--- config.mk ---
export PLATFORM = sky130hd
export DESIGN_NAME = pwm_duty_sequencer
export DESIGN_NICKNAME = d
export VERILOG_FILES = /design/src/rtl/pwm_pkg.sv /design/src/rtl/pwm_out_bank.sv /design/src/rtl/pwm_duty_sequencer.sv
export SDC_FILE = /design/constraint.sdc
export NUM_CORES = 1
export LEC_CHECK = 0
export BUFFER_PORTS_ARGS = -buffer_cell sky130_fd_sc_hd__buf_2
export CAP_MARGIN = 5
export CORE_ASPECT_RATIO = 0.75
export CORE_MARGIN = 1
export CORE_UTILIZATION = 58
export CTS_BUF_LIST = sky130_fd_sc_hd__clkbuf_8
export DETAILED_ROUTE_END_ITERATION = 10
export GPL_TIMING_DRIVEN = 1
export PLACE_DENSITY = 0.85
export SLEW_MARGIN = 20
export SYNTH_ARGS = -nofsm -noshare
export SYNTH_HDL_FRONTEND = slang
export SYNTH_HIERARCHICAL = 1
export SYNTH_SLANG_ARGS = --single-unit
--- constraint.sdc ---
create_clock -name clk -period 2.9 [get_ports clk]
set_input_delay 0.145 -clock clk [delete_from_list [all_inputs] [get_ports clk]]
set_output_delay 0.145 -clock clk [all_outputs]
set_load 0.005 [all_outputs]
--- src/rtl/pwm_pkg.sv ---
// Shared types and defaults for the LED PWM duty sequencer.
package pwm_pkg;

  typedef enum logic [1:0] {
    MODE_ROTATE  = 2'd0,
    MODE_BREATHE = 2'd1,
    MODE_HOLD    = 2'd2
  } mode_e;

  typedef enum logic {
    S_IDLE = 1'b0,
    S_RUN  = 1'b1
  } state_e;

  localparam int N_CH_DEF   = 10;
  localparam int PERIOD_DEF = 100;
  localparam int DUTY_W_DEF = $clog2(PERIOD_DEF + 1);

  // Duty word for the default period; parameterized instances size their own.
  typedef logic [DUTY_W_DEF-1:0] duty_t;

  // Raw mode pins to pattern kind; both upper encodings mean hold.
  function automatic mode_e decode_mode(input logic [1:0] m);
    case (m)
      2'd0:    return MODE_ROTATE;
      2'd1:    return MODE_BREATHE;
      default: return MODE_HOLD;
    endcase
  endfunction

endpackage

--- src/rtl/pwm_out_bank.sv ---
// Shared PWM period counter and per-channel comparators with registered outputs.
module pwm_out_bank #(
  parameter int N_CH   = 10,
  parameter int PERIOD = 100,
  parameter int DW     = $clog2(PERIOD + 1)
) (
  input  logic                      clk,
  input  logic                      rst_n,
  input  logic [N_CH-1:0][DW-1:0]   duty,
  output logic [N_CH-1:0]           pwm_o
);

  logic [DW-1:0]   per_cnt_q, per_cnt_d;
  logic [N_CH-1:0] pwm_q, pwm_d;

  // Period counter wraps at PERIOD-1; duty 0 never matches, duty PERIOD always does.
  always_comb begin
    per_cnt_d = (per_cnt_q == DW'(PERIOD - 1)) ? '0 : per_cnt_q + DW'(1);
    pwm_d     = '0;
    for (int i = 0; i < N_CH; i++) pwm_d[i] = (per_cnt_q < duty[i]);
  end

  // Counter and output register; outputs drive board pins directly.
  always_ff @(posedge clk or negedge rst_n) begin
    if (!rst_n) begin
      per_cnt_q <= '0;
      pwm_q     <= '0;
    end else begin
      per_cnt_q <= per_cnt_d;
      pwm_q     <= pwm_d;
    end
  end

  assign pwm_o = pwm_q;

endmodule

--- src/rtl/pwm_duty_sequencer.sv ---
// Duty-table owner: step-rate FSM/divider, rotate/breathe/hold patterns, cfg write port.
module pwm_duty_sequencer
  import pwm_pkg::*;
#(
  parameter int N_CH     = N_CH_DEF,
  parameter int PERIOD   = PERIOD_DEF,
  parameter int STEP_DIV = 25_000_000,
  parameter int BR_INC   = 10
) (
  input  logic                          clk,
  input  logic                          rst_n,
  input  logic                          en,
  input  logic                          dir,
  input  logic [1:0]                    mode,
  input  logic                          cfg_valid,
  output logic                          cfg_ready,
  input  logic [3:0]                    cfg_ch,
  input  logic [$clog2(PERIOD+1)-1:0]   cfg_duty,
  output logic                          cfg_err,
  output logic                          step,
  output logic [N_CH-1:0]               pwm_o
);

  localparam int DW = $clog2(PERIOD + 1);
  localparam int CW = $clog2(STEP_DIV);

  typedef logic [N_CH-1:0][DW-1:0] table_t;

  // Power-on ramp: channel i starts at i*PERIOD/N_CH.
  function automatic table_t reset_table();
    table_t t;
    for (int i = 0; i < N_CH; i++) t[i] = DW'(i * PERIOD / N_CH);
    return t;
  endfunction

  state_e        state_q, state_d;
  mode_e         last_mode_q, last_mode_d;
  mode_e         mode_cur;
  logic [CW-1:0] div_q, div_d;
  table_t        duty_q, duty_d;
  table_t        rot_l, rot_r, br_val;
  logic          br_up_q, br_up_d;
  logic          step_q, step_d;
  logic          err_q, err_d;
  logic          tick, up, hit_top, hit_bot;

  assign cfg_ready = rst_n;

  // Candidate tables for every pattern; the next-state block picks one on tick.
  always_comb begin
    logic [DW:0] sum, diff;
    sum      = '0;
    diff     = '0;
    mode_cur = decode_mode(mode);
    tick     = (state_q == S_RUN) && en && (div_q == CW'(STEP_DIV - 1));
    // Re-entering breathe always starts by ramping up.
    up       = (last_mode_q != MODE_BREATHE) ? 1'b1 : br_up_q;
    hit_top  = 1'b0;
    hit_bot  = 1'b0;
    rot_l    = '0;
    rot_r    = '0;
    br_val   = '0;
    for (int i = 0; i < N_CH; i++) begin
      rot_l[i] = duty_q[(i + 1) % N_CH];
      rot_r[i] = duty_q[(i + N_CH - 1) % N_CH];
      sum      = {1'b0, duty_q[i]} + (DW+1)'(BR_INC);
      diff     = {1'b0, duty_q[i]} - (DW+1)'(BR_INC);
      if (up) br_val[i] = (sum > (DW+1)'(PERIOD)) ? DW'(PERIOD) : sum[DW-1:0];
      else    br_val[i] = diff[DW] ? '0 : diff[DW-1:0];
      hit_top = hit_top | (br_val[i] == DW'(PERIOD));
      hit_bot = hit_bot | (br_val[i] == '0);
    end
  end

  // FSM, divider, pattern step, then cfg write (write overrides the stepped table).
  always_comb begin
    state_d     = state_q;
    div_d       = div_q;
    duty_d      = duty_q;
    br_up_d     = br_up_q;
    last_mode_d = last_mode_q;
    step_d      = tick;
    err_d       = 1'b0;
    case (state_q)
      S_IDLE: begin
        div_d = '0;
        if (en) state_d = S_RUN;
      end
      S_RUN: begin
        if (!en) begin
          state_d = S_IDLE;
          div_d   = '0;
        end else begin
          div_d = tick ? '0 : div_q + CW'(1);
        end
      end
      default: state_d = S_IDLE;
    endcase
    if (tick) begin
      last_mode_d = mode_cur;
      case (mode_cur)
        MODE_ROTATE:  duty_d = dir ? rot_l : rot_r;
        MODE_BREATHE: begin
          duty_d  = br_val;
          br_up_d = up ? !hit_top : hit_bot;
        end
        default: ;
      endcase
    end
    if (cfg_valid && cfg_ready) begin
      if (int'(cfg_ch) >= N_CH) err_d = 1'b1;
      else begin
        for (int i = 0; i < N_CH; i++)
          if (cfg_ch == 4'(i))
            duty_d[i] = (cfg_duty > DW'(PERIOD)) ? DW'(PERIOD) : cfg_duty;
      end
    end
  end

  // State register; async reset drops any in-flight step or write.
  always_ff @(posedge clk or negedge rst_n) begin
    if (!rst_n) begin
      state_q     <= S_IDLE;
      div_q       <= '0;
      duty_q      <= reset_table();
      br_up_q     <= 1'b1;
      last_mode_q <= MODE_ROTATE;
      step_q      <= 1'b0;
      err_q       <= 1'b0;
    end else begin
      state_q     <= state_d;
      div_q       <= div_d;
      duty_q      <= duty_d;
      br_up_q     <= br_up_d;
      last_mode_q <= last_mode_d;
      step_q      <= step_d;
      err_q       <= err_d;
    end
  end

  assign step    = step_q;
  assign cfg_err = err_q;

  pwm_out_bank #(.N_CH(N_CH), .PERIOD(PERIOD), .DW(DW)) u_bank (
    .clk   (clk),
    .rst_n (rst_n),
    .duty  (duty_q),
    .pwm_o (pwm_o)
  );

endmodule

==> metrics, run 1 <==
most frequent cell after synthesis nor2_1; maximum clock path buffer count 2; CP Launch Point duty_q[44]; height of the die 131 um; cell taking the most area after synthesis dfrtp_1; WP buf/inv 3; switch share 0.464; Startpoint Class flip-flop; Layout Cells excl Fill around 2,200; Final Critical Period roughly 3000 ps; Pint 5.08 mW; R2R setup slack -130 ps; WS Path Type reg -> reg; share of cells above drive strength 1 0.219; Horiz. Die Dim 174 um; Setup WS post-layout -129 ps; top cells by area, synth dfrtp_1 (18%), ha_1 (7.9%), a21oi_1 (7.1%); utilization after layout 0.727; antenna violations before repair 0; crit-path cells buf_6 -> a21oi_1 -> buf_4 -> o31a_1 -> a22o_1 -> a22oi_1 -> o2111ai_2 -> nor3b_1 -> buf_4 -> a211oi_1 -> a311oi_1 -> a211o_1; fillcell total between 1,500 and 2,000; Worst-Skew Late Latency 480 ps; crit path max fanout 4; level count of the clock H-tree 4; drt via density 6.88; reg2reg end br_up_q; Num CTS Buffers 17; most used flip-flop cell after synthesis dfrtp_1; Max Cap Violations 0; register area share after synthesis 0.231; Rel. slew slack 0.257; Post-DP HPWL 34,000 um; P&R area growth vs syn 21.0%; unrepaired setup endpoints after global routing yes; violated checks negative setup slack; first-pass GRT wire length 76,200 um; area occupied by multi-input gates 0.00933 mm^2; vias in the first global route 14,200; Placement Rows 46; Clock Tree Root clkbuf_8; Gate power share 0.567; DR iter-0 viols 2,254; worst hold slack 43.1 ps; Clock Sinks approximately 120; PortBufs 30; grt total ovfl 0; crit path DAT about 3500 ps; CP delay by family, top compound AO/OA/AOI/OAI gates; Max stage delay on crit path 610 ps; Switching Power 4.40 mW; worst setup path end br_up_q; TNS Setup -129 ps; Final Skew 13.6 ps; CTS tree yes; slowest CP cell dfstp_2; Layout Nets slightly above 2,000; Levels on crit path 12; fmax around 0.33 GHz; ys async rst share 1.00; routed vias roughly 15,000; wirelength, routed 48,900 um; Core ar. 0.0215 mm^2; io pins 31; wire length per cell 22.0 um; Pwr per Cell Area 606 mW/mm^2; Post-DP Area 0.0147 mm^2; die area around 0.023 mm^2; number of synthesized flops with an enable pin 0; top cell type's share of synthesized area 0.176; Netlist cell types between 80 and 90; Starting Density 0.601; Final Cycle Share 1.04; pre-CTS setup slack -184 ps; Peak VDD IR 0.339 mV; Avg Synthesized Cell Area 7.26 um^2; final routed DRC violation total 0; Seq cells post-synth 118; DRT Pass-1 Iters 7; max-slew violation count 0; diode count 0; # setup viols final 1; Worst EP required roughly 3300 ps; Synth top cells by count nor2_1 (186), a21oi_1 (184), nand2_1 (155); HP Class in -> reg; Worst-path clk slew 80 ps; Setup crit end kind flip-flop; number of routed nets with antenna violations 0; CP dominant cell by count buf_4; Total Power 9.48 mW; total track usage 0.421; Synth Instances 1,781; Design Area, Final 0.0156 mm^2; Slew @ Worst Pin 1110 ps; largest net degree at the start of global routing 72; syn nets 1,881; r2r startpoint duty_q[44]; Clock power frac 0.172; status finished with violations; Storage cell area 0.00299 mm^2; R2R depth 12; Final Hold Violating Endpoints 0; Leakage 6.79 nW; Synthesis Warnings 6; Seq pwr share 0.261; Placer Congestion 1.01; Inst Count DP roughly 2,200; Post-Syn Area 0.0129 mm^2
[cell families after synthesis]
logic type,share of synthesized area
xor gates and xnor gates,0.0244
DFF,0.231
muxes,0.0502
adders and majority gates,0.0793
AOI/OAI and AO/OA,0.294
and+or+nand+nor,0.244
buffers and inverters,0.0772
[per-layer routing]
layer,vias to the layer above,routed length [um],track usage
met5,-,0,0
met3,248,6960,0.130
met2,1180,20100,0.609
met4,0,2490,0.202
met1,7065,19300,0.568
li1,6828,-,-
[cell usage in the layout, fill, tap and decap left out, types with 17 or more instances in the layout]
master    count
dfrtp_1      91
nor3_1       70
and3_1       18
nand3_1      36
nor2_1      184
o21ai_0     109
clkbuf_8     17
xor2_1       21
buf_2        28
ha_1         75
a31oi_1      28
a211oi_1     49
mux2i_1      57
a21oi_1     182
buf_4       229
inv_1       106
nor2b_1      28
nand2b_1     22
dfstp_2      27
nand2_1     155
[registers in the layout (all words and copies together) (netlist names)]
signal            cells
step                  1
u_bank/pwm_o         10
last_mode_q           2
cfg_err               1
state_q               1
duty_q               70
u_bank/per_cnt_q      7
div_q                25
br_up_q               1
[layout make-up]
type | instances | area share
multi-input combinational | 1403 | 0.596
sequential | 118 | 0.191
timing repair buffer | 276 | 0.138
inverter | 109 | 0.0261
tap | 288 | 0.0230
clock buffer | 17 | 0.0150
clock inverter | 15 | 0.0107
[worst reg2reg max path, stage by stage, from the launching register on]
cell,delay [ps]
dfstp_2,610
buf_6,120
a21oi_1,90
buf_4,170
o31a_1,280
a22o_1,230
a22oi_1,300
o2111ai_2,230
nor3b_1,340
buf_4,190
a211oi_1,50
a311oi_1,220
a211o_1,140
[worst min path at each step]
stage	start	endpoint	slack (ps)	depth (start not counted)
3_3_place_gp	rst_n	duty_q[6]	50	1
4_1_cts	cfg_duty[4]	duty_q[18]	10	3
3_5_place_dp	rst_n	duty_q[6]	50	1
5_1_grt	cfg_duty[4]	duty_q[18]	20	3
2_1_floorplan	rst_n	cfg_err	-150	0
6_report	cfg_duty[3]	duty_q[45]	40	3
[power by group through the flow]
stage	Clock, mW	Sequential (mW)	Combinational (mW)
after floorplan	0	2.22	3.16
after global placement	0	2.46	4.71
after detailed placement	0	2.47	4.82
after CTS	1.64	2.45	5.05
after global routing	1.72	2.52	5.75
final	1.63	2.48	5.38
[timing repair]
action / in CTS / in global routing
cloned: 1 / 0
hold buffers: 6 / 0
gates resized for setup: 40 / 32
endpoints found under the hold margin: 45 / 0
setup buffers: 11 / 7
endpoints found under the setup margin: 2 / 16
pin swaps: 19 / 9
Power figures use the tool's default switching activity.
==> run 2, diff against run 1 <==
--- a/config.mk
+++ b/config.mk
@@ -9,11 +9,11 @@
 export CAP_MARGIN = 5
 export CORE_ASPECT_RATIO = 0.75
 export CORE_MARGIN = 1
-export CORE_UTILIZATION = 58
+export CORE_UTILIZATION = 60
 export CTS_BUF_LIST = sky130_fd_sc_hd__clkbuf_8
 export DETAILED_ROUTE_END_ITERATION = 10
 export GPL_TIMING_DRIVEN = 1
-export PLACE_DENSITY = 0.85
+export PLACE_DENSITY = 0.87
 export SLEW_MARGIN = 20
 export SYNTH_ARGS = -nofsm -noshare
 export SYNTH_HDL_FRONTEND = slang
==> run 2 against run 1 <==
- the run still ends with negative setup slack left
- critical path type unchanged
- clock-buffer cell count increased by 2
- core utilization is 0.65 points higher
- final cell count shrank 0.18%
- fmax shrank 0.84%
- sequential power barely moved
- sequential cell count unchanged
- largest power group unchanged
==> metrics, run 2 (synthesis gave the netlist of run 1 again) <==
commonest cells after routing, fill and taps aside buf_4 (225), nor2_1 (186), a21oi_1 (178) (was buf_4 (229), nor2_1 (184), a21oi_1 (182)); height of the die 129 um (was 131 um); Layout Nets 2,018 (was 2,025); Clock Sinks 118 (unchanged); antenna violations before repair 1 (was 0); maximum clock path buffer count 2 (unchanged); Max Cap Violations 0 (unchanged); Switching Power 4.29 mW (was 4.40 mW); largest net degree at the start of global routing 73 (was 72); fmax 0.327 GHz (was 0.330 GHz); Total Power 9.59 mW (was 9.48 mW); max reg flops 70 (unchanged); Final Cycle Share 1.05 (was 1.04); Pwr per Cell Area 619 mW/mm^2 (was 606 mW/mm^2); total track usage 0.439 (was 0.421); Worst-path clk slew 80 ps (about the same); violated checks negative setup slack (unchanged); Inst Count DP 2,175 (was 2,170); Placement Rows 46 (unchanged); P&R area growth vs syn 19.8% (was 21.0%); Hold Path Stages 3 (unchanged); # setup viols final 1 (unchanged); CTS tree yes (unchanged); Final Hold Violating Endpoints 0 (unchanged); Pint 5.29 mW (was 5.08 mW); level count of the clock H-tree 4 (unchanged); Worst-Skew Late Latency 480 ps (about the same); Horiz. Die Dim 172 um (was 174 um); Leakage 6.73 nW (was 6.79 nW); Num CTS Buffers 17 (unchanged); WS Path Type reg -> reg (unchanged); drt via density 6.91 (was 6.88); Gate power share 0.549 (was 0.567); io pins 31 (unchanged); Post-DP HPWL 34,600 um (was 34,000 um); Placer Congestion 1.04 (was 1.01); R2R depth 11 (was 12); DRT Pass-1 Iters 6 (was 7); Layout Cells excl Fill 2,222 (was 2,226); Clock Tree Root clkbuf_8 (unchanged); number of routed nets with antenna violations 0 (unchanged); Clock power frac 0.194 (was 0.172); Core ar. 0.0211 mm^2 (was 0.0215 mm^2); status finished with violations (unchanged); Starting Density 0.612 (was 0.601); Peak VDD IR 0.368 mV (was 0.339 mV); Top reg by flops duty_q (unchanged); grt total ovfl 0 (unchanged); HP Class in -> reg (unchanged); Rel. slew slack 0.284 (was 0.257); Final Skew 21.8 ps (was 13.6 ps); final routed DRC violation total 0 (unchanged); Seq pwr share 0.256 (was 0.261); DR iter-0 viols 2,590 (was 2,254); Final Critical Period 3050 ps (was 3030 ps); routed vias 15,400 (was 15,300); crit path max fanout 3 (was 4); max-slew violation count 0 (unchanged); Setup crit end kind flip-flop (unchanged); share of cells above drive strength 1 0.208 (was 0.219); PortBufs 30 (unchanged); vias in the first global route 13,500 (was 14,200); Slew @ Worst Pin 1070 ps (was 1110 ps); wirelength, routed 48,600 um (was 48,900 um); die area 0.0222 mm^2 (was 0.0229 mm^2); pre-CTS setup slack -152 ps (was -184 ps); unrepaired setup endpoints after global routing yes (unchanged); Startpoint Class flip-flop (unchanged); switch share 0.448 (was 0.464); wire length per cell 21.9 um (was 22.0 um); Worst EP required 3310 ps (was 3320 ps); crit path DAT 3460 ps (was 3450 ps); first-pass GRT wire length 74,800 um (was 76,200 um); Setup WS post-layout -155 ps (was -129 ps); worst hold slack 3.50 ps (was 43.1 ps); most common cell after layout, fill and taps aside buf_4 (unchanged)
## run 2: cell count changes in the layout (fill, tap and decap cells not counted), sizes merged
cell	delta
inv	-3
dlygate4sd3	-1
buf	-5
diode	+3
bufinv	+3
clkbuf	+2
clkinv	-2
bufbuf	-1
## run 2: final timing paths
path                            start        endpoint  slack, ps
max                        duty_q[50]         br_up_q       -150
min reg2reg                  div_q[0]        div_q[0]        550
max reg2reg                duty_q[50]         br_up_q       -150
min in group asynchronous       rst_n       duty_q[4]        100
min                           mode[1]  last_mode_q[1]          4
max in group asynchronous       rst_n        div_q[6]       1130
## run 2: power by group through the flow
| stage | sequential (mW) | clock (mW) | combinational (mW) |
|---|---|---|---|
| 2_1_floorplan | 2.22 | 0 | 3.16 |
| 3_3_place_gp | 2.44 | 0 | 4.77 |
| 3_5_place_dp | 2.44 | 0 | 4.89 |
| 4_1_cts | 2.42 | 1.85 | 4.95 |
| 5_1_grt | 2.50 | 1.92 | 5.64 |
| 6_report | 2.46 | 1.86 | 5.27 |
## run 2: what timing repair did
action                                  CTS  global route
hold buffers                              5             0
pin swaps                                 2            11
endpoints found under the hold margin    37             0
endpoints found under the setup margin   10            29
setup buffers                             2             5
resized for setup                         9            43
## run 2: cell type report
type,instances,area [um^2]
diodes,3,7.51
multi-input cells,1403,9200
clock buffers,19,262
repair buffers,269,2060
flip-flops and latches,118,2990
fillers,1605,5630
inverters,109,409
well taps,288,360
clock inverters,13,203
## run 2: critical path: stages, from the launching register on
cell and delay (ps):
dfstp_2 550, inv_1 90, ha_1 320, nand2_1 60
nand3_1 100, a21oi_1 60, o32a_1 360, o21ai_0 410
a21oi_1 220, o311ai_1 530, a2111oi_4 50, a211o_1 250
## run 2: stage by stage
step / utilization / setup TNS (ps) / instance area, um^2
after CTS: 0.723 / -93.2 / 15300
after global placement: 0.696 / -97.2 / 14700
after detailed placement: 0.696 / -463 / 14700
after floorplan: - / 0 / 13000
after global routing: 0.733 / -434 / 15500
final: 0.733 / -155 / 15500
## run 2: layer usage
layer	routed length, um	global-route usage	up-vias
met5	0	0	-
met4	2400	0.194	0
met3	7020	0.143	247
met2	19800	0.620	1258
met1	19400	0.606	7047
li1	-	-	6803
